**src/rtl/pc_pkg.sv**
```systemverilog
// Shared definitions for the fetch-address generator: reset vector,
// next-PC source encoding and the target alignment mask helper.
package pc_pkg;

  localparam logic [31:0] DEFAULT_RESET_VECTOR = 32'h0000_2000;
  localparam int unsigned MAX_XLEN = 64;

  typedef enum logic [2:0] {
    SRC_TRAP,
    SRC_PEND_TRAP,
    SRC_REDIR,
    SRC_PEND_REDIR,
    SRC_RAS,
    SRC_SEQ
  } next_src_e;

  // All-ones mask with the low align_bits cleared; callers truncate to XLEN.
  function automatic logic [MAX_XLEN-1:0] align_mask(input int unsigned align_bits);
    return {MAX_XLEN{1'b1}} << align_bits;
  endfunction

endpackage

```
**src/rtl/return_address_stack.sv**
```systemverilog
// Circular return-address stack; pushing when full silently drops the oldest entry.
module return_address_stack #(
  parameter int DEPTH = 4,
  parameter int XLEN  = 32
) (
  input  logic            clk,
  input  logic            reset_n,
  input  logic            push,
  input  logic            pop,
  input  logic            flush,
  input  logic [XLEN-1:0] push_addr,
  output logic [XLEN-1:0] top,
  output logic            empty,
  output logic            full
);

  localparam int PTR_W = (DEPTH > 1) ? $clog2(DEPTH) : 1;
  localparam int CNT_W = $clog2(DEPTH + 1);

  logic [XLEN-1:0]  mem [DEPTH];
  logic [PTR_W-1:0] top_ptr;
  logic [CNT_W-1:0] count;
  logic             wr_en;
  logic [PTR_W-1:0] wr_idx;
  logic             replace_top;

  assign empty       = (count == '0);
  assign full        = (count == CNT_W'(DEPTH));
  assign top         = mem[top_ptr];
  assign replace_top = push && pop && !empty;

  always_comb begin
    wr_en  = 1'b0;
    wr_idx = top_ptr;
    if (!flush && push) begin
      wr_en  = 1'b1;
      wr_idx = replace_top ? top_ptr : top_ptr + PTR_W'(1);
    end
  end

  always_ff @(posedge clk) begin
    if (wr_en)
      mem[wr_idx] <= push_addr;
  end

  // Push+pop on a non-empty stack just swaps the top entry in place.
  always_ff @(posedge clk or negedge reset_n) begin
    if (!reset_n) begin
      top_ptr <= '0;
      count   <= '0;
    end else if (flush) begin
      count <= '0;
    end else if (replace_top) begin
      count <= count;
    end else if (push) begin
      top_ptr <= top_ptr + PTR_W'(1);
      if (!full)
        count <= count + CNT_W'(1);
    end else if (pop && !empty) begin
      top_ptr <= top_ptr - PTR_W'(1);
      count   <= count - CNT_W'(1);
    end
  end

endmodule

```
**src/rtl/pc_gen.sv**
```systemverilog
// Fetch-address generator: arbitrates trap, redirect, RAS and sequential
// next-PC sources and holds one redirect that arrives while fetch is stalled.
module pc_gen
  import pc_pkg::*;
#(
  parameter int              XLEN         = 32,
  parameter logic [XLEN-1:0] RESET_VECTOR = XLEN'(DEFAULT_RESET_VECTOR),
  parameter int              INC          = 4,
  parameter int              ALIGN_BITS   = 2,
  parameter int              RAS_DEPTH    = 4
) (
  input  logic            clk,
  input  logic            reset_n,
  input  logic            stall,
  input  logic            trap_valid,
  input  logic [XLEN-1:0] trap_target,
  input  logic            redirect_valid,
  input  logic [XLEN-1:0] redirect_target,
  input  logic            ras_push,
  input  logic [XLEN-1:0] ras_push_addr,
  input  logic            ras_pop,
  output logic [XLEN-1:0] pc,
  output logic            redirect_pending,
  output logic            ras_empty,
  output logic            ras_full
);

  localparam logic [XLEN-1:0] MASK = XLEN'(align_mask(ALIGN_BITS));

  next_src_e       next_src;
  logic [XLEN-1:0] next_pc;
  logic [XLEN-1:0] ras_top;
  logic            pend_valid;
  logic            pend_is_trap;
  logic [XLEN-1:0] pend_target;
  logic            ras_enable;
  logic            ras_do_push;
  logic            ras_do_pop;
  logic            ras_flush;

  assign redirect_pending = pend_valid;

  always_comb begin
    next_src = SRC_SEQ;
    if (trap_valid)
      next_src = SRC_TRAP;
    else if (pend_valid && pend_is_trap)
      next_src = SRC_PEND_TRAP;
    else if (redirect_valid)
      next_src = SRC_REDIR;
    else if (pend_valid)
      next_src = SRC_PEND_REDIR;
    else if (ras_pop && !ras_empty)
      next_src = SRC_RAS;
  end

  always_comb begin
    next_pc = pc + XLEN'(INC);
    case (next_src)
      SRC_TRAP:                     next_pc = trap_target & MASK;
      SRC_REDIR:                    next_pc = redirect_target & MASK;
      SRC_PEND_TRAP, SRC_PEND_REDIR: next_pc = pend_target;
      SRC_RAS:                      next_pc = ras_top & MASK;
      default:                      next_pc = pc + XLEN'(INC);
    endcase
  end

  // The RAS only moves on unstalled cycles that fall through to RAS/sequential.
  assign ras_enable  = !stall && (next_src == SRC_RAS || next_src == SRC_SEQ);
  assign ras_do_push = ras_enable && ras_push;
  assign ras_do_pop  = ras_enable && ras_pop;
  assign ras_flush   = !stall && (next_src == SRC_TRAP || next_src == SRC_PEND_TRAP);

  return_address_stack #(
    .DEPTH (RAS_DEPTH),
    .XLEN  (XLEN)
  ) u_ras (
    .clk       (clk),
    .reset_n   (reset_n),
    .push      (ras_do_push),
    .pop       (ras_do_pop),
    .flush     (ras_flush),
    .push_addr (ras_push_addr),
    .top       (ras_top),
    .empty     (ras_empty),
    .full      (ras_full)
  );

  always_ff @(posedge clk or negedge reset_n) begin
    if (!reset_n)
      pc <= RESET_VECTOR;
    else if (!stall)
      pc <= next_pc;
  end

  // A held trap is never displaced by a redirect; same-or-higher priority replaces.
  always_ff @(posedge clk or negedge reset_n) begin
    if (!reset_n) begin
      pend_valid   <= 1'b0;
      pend_is_trap <= 1'b0;
      pend_target  <= '0;
    end else if (stall) begin
      if (trap_valid) begin
        pend_valid   <= 1'b1;
        pend_is_trap <= 1'b1;
        pend_target  <= trap_target & MASK;
      end else if (redirect_valid && !(pend_valid && pend_is_trap)) begin
        pend_valid   <= 1'b1;
        pend_is_trap <= 1'b0;
        pend_target  <= redirect_target & MASK;
      end
    end else begin
      pend_valid   <= 1'b0;
      pend_is_trap <= 1'b0;
    end
  end

endmodule

```
**config.mk**
```make
export PLATFORM = sky130hd
export DESIGN_NAME = pc_gen
export DESIGN_NICKNAME = d
export VERILOG_FILES = /design/src/rtl/pc_pkg.sv /design/src/rtl/return_address_stack.sv /design/src/rtl/pc_gen.sv
export SDC_FILE = /design/constraint.sdc
export NUM_CORES = 1
export LEC_CHECK = 0
export CAP_MARGIN = 20
export CORE_MARGIN = 4
export CORE_UTILIZATION = 40
export CTS_BUF_LIST = sky130_fd_sc_hd__clkbuf_4
export CTS_CLUSTER_SIZE = 12
export DETAILED_ROUTE_END_ITERATION = 7
export SKIP_LAST_GASP = 1
export SLEW_MARGIN = 25
export SYNTH_ARGS = -nofsm -noshare
export SYNTH_HDL_FRONTEND = slang
export SYNTH_HIERARCHICAL = 1
export SYNTH_SLANG_ARGS = --single-unit
export TNS_END_PERCENT = 100
```
**constraint.sdc**
```tcl
create_clock -name clk -period 6.2 [get_ports clk]
set_clock_uncertainty 0.05 [all_clocks]
set_input_delay 0.62 -clock clk [delete_from_list [all_inputs] [get_ports clk]]
set_output_delay 0.62 -clock clk [all_outputs]
set_load 0.01 [all_outputs]
```
==> metrics <==
clk root buf clkbuf_4; Post-CTS Hold Fix Bufs 0; Port Buffers 129; Final Hold Fails 0; I/O pin count 138; multi-input logic area 0.003379 mm²; initial antenna violation count 1; RSZ-0062 raised after global routing no; Die Y 157.6 µm; via/cell ratio 5.848; area occupied by registers 0.005283 mm²; CORE AREA 0.02189 mm²; DR WL/cell 21.15 µm; fillers 1927; min Tclk post-route 3133 ps; via count 6398; status complete, no violations; crit path capture type flip-flop; setup_tns 0 ps; CP Data Arrival Time 3310 ps; Worst setup SP type input pin; Max-Cap Viols 0; slowest CP cell clkdlybuf4s50_1; WS Path Type input pin to flip-flop; total CTS buffers 17; DRT iter0 DRCs 496; Worst path max stage delay 540 ps; hold slack 184.0 ps; GPL Wtd Cong 0.8966; CP delay by family, top buffers and inverters; GR Util All Layers 0.1861; largest net degree at the start of global routing 70; Syn. warnings 6; CTS tree done; layout cells sized above 1 0.1318; clock slew at reported path FFs 160 ps; crit share post-route 0.5054; first-pass GRT wire length 35690 µm; Post-Route WL 23140 µm; Core Rows 54; max_slew headroom 0.3770; Netlist Area Pre-Place 0.008952 mm²; Syn Area/Cell 12.96 µm²; worst-margin pin slew 927.6 ps; min-delay worst type input pin to async pin; post-route DRC violation count 0; most used cell along the critical path buf_4; Setup Viol. Count Final 0; Starting Density 0.4090; Chip Width 157.6 µm; GR Overflow Total 0; worst-path cell chain clkdlybuf4s50_1 > or3_1 > nor3b_1 > buf_4 > o31a_1 > or2b_1 > o22ai_2 > buf_4; post-cts resize count 0; Area growth syn-to-layout 20.14%; clk buf depth 2; Final #Nets 904; htree depth 4; Antenna Nets Post-Route 0; DIE AREA 0.02484 mm²; Clock Latency Late Sink 580 ps; achievable frequency 319.2 MHz; Leak 3.787 nW; WP buf/inv 3; crit-path max FO 30; Final Max Tran Viols 0; Power per Cell Area 262.8 mW/mm²; VDD IR max 126.7 µV; Post-CTS Setup Bufs 0; drt first pass iters 6; Critical Path RT 6370 ps; Post-Syn Instances 691; clock sinks 187; Post-DP HPWL 15590 µm; vias in the first global route 6263
[flip-flops by register name (all words and copies together) (netlist names)]
name              flops
u_ras/mem           120
pc                   30
pend_target          30
u_ras/count           3
u_ras/top_ptr         2
pend_is_trap          1
redirect_pending      1
[per-stage QoR]
stage | cell area [µm²] | cells | utilization | power [mW] | worst slack [ps]
global placement | 10440 | 1060 | 0.4767 | 2.144 | 2479
finish | 10760 | 1094 | 0.4913 | 2.826 | 3067
detailed placement | 10440 | 1060 | 0.4767 | 2.156 | 2495
floorplan | 8956 | 692 | - | 1.866 | 2018
CTS | 10750 | 1092 | 0.4910 | 2.854 | 3082
global route | 10760 | 1094 | 0.4913 | 2.965 | 2926
[area by class of cell]
type | count | share of cell area
diodes | 2 | 0.0004653
inverters | 12 | 0.004188
well taps | 280 | 0.03257
multi-input cells | 438 | 0.3142
clock buffers | 18 | 0.01256
repair buffers | 143 | 0.1284
flip-flops and latches | 187 | 0.4912
clock inverters | 14 | 0.01640
[placed cells by master, fill, tap and decap left out, drive strengths merged, types with 11 or more instances in the layout]
cell type and instances:
nor2 24, inv 19, edfxtp 120, nand3 21
nand2 65, o21ai 46, clkdlybuf4s50 126, dfrtp 66
a21oi 31, buf 17, and3 11, mux2i 32
nand4 12, a22oi 26, a31oi 12, mux4 30
clkbuf 18
[where the power goes]
group	switching, mW	leakage, nW	internal [mW]
registers	0.0761	1.89	1.40
logic	0.333	1.73	0.318
clock network	0.471	0.166	0.230
total	0.880	3.79	1.95
[final timing paths]
path | from | end | slack, ps | depth (start not counted)
hold / removal | reset_n | pend_target[10] | 180 | 2
max in group asynchronous | reset_n | u_ras/top_ptr[0] | 5250 | 2
setup reg to reg | redirect_pending | u_ras/mem[0][14] | 3110 | 7
setup / recovery | redirect_valid | u_ras/mem[0][14] | 3070 | 8
hold reg to reg | pend_target[4] | pend_target[4] | 450 | 2
min in group clk | pend_target[4] | pend_target[4] | 450 | 2
[layer usage]
layer	wire (µm)	global-route usage	vias up
met5	0	0	-
met1	10220	0.2636	3217
met4	353	0.04261	0
li1	-	-	2934
met2	11010	0.2953	227
met3	1558	0.04319	20
No activity file was read; power rests on OpenSTA's default activity.
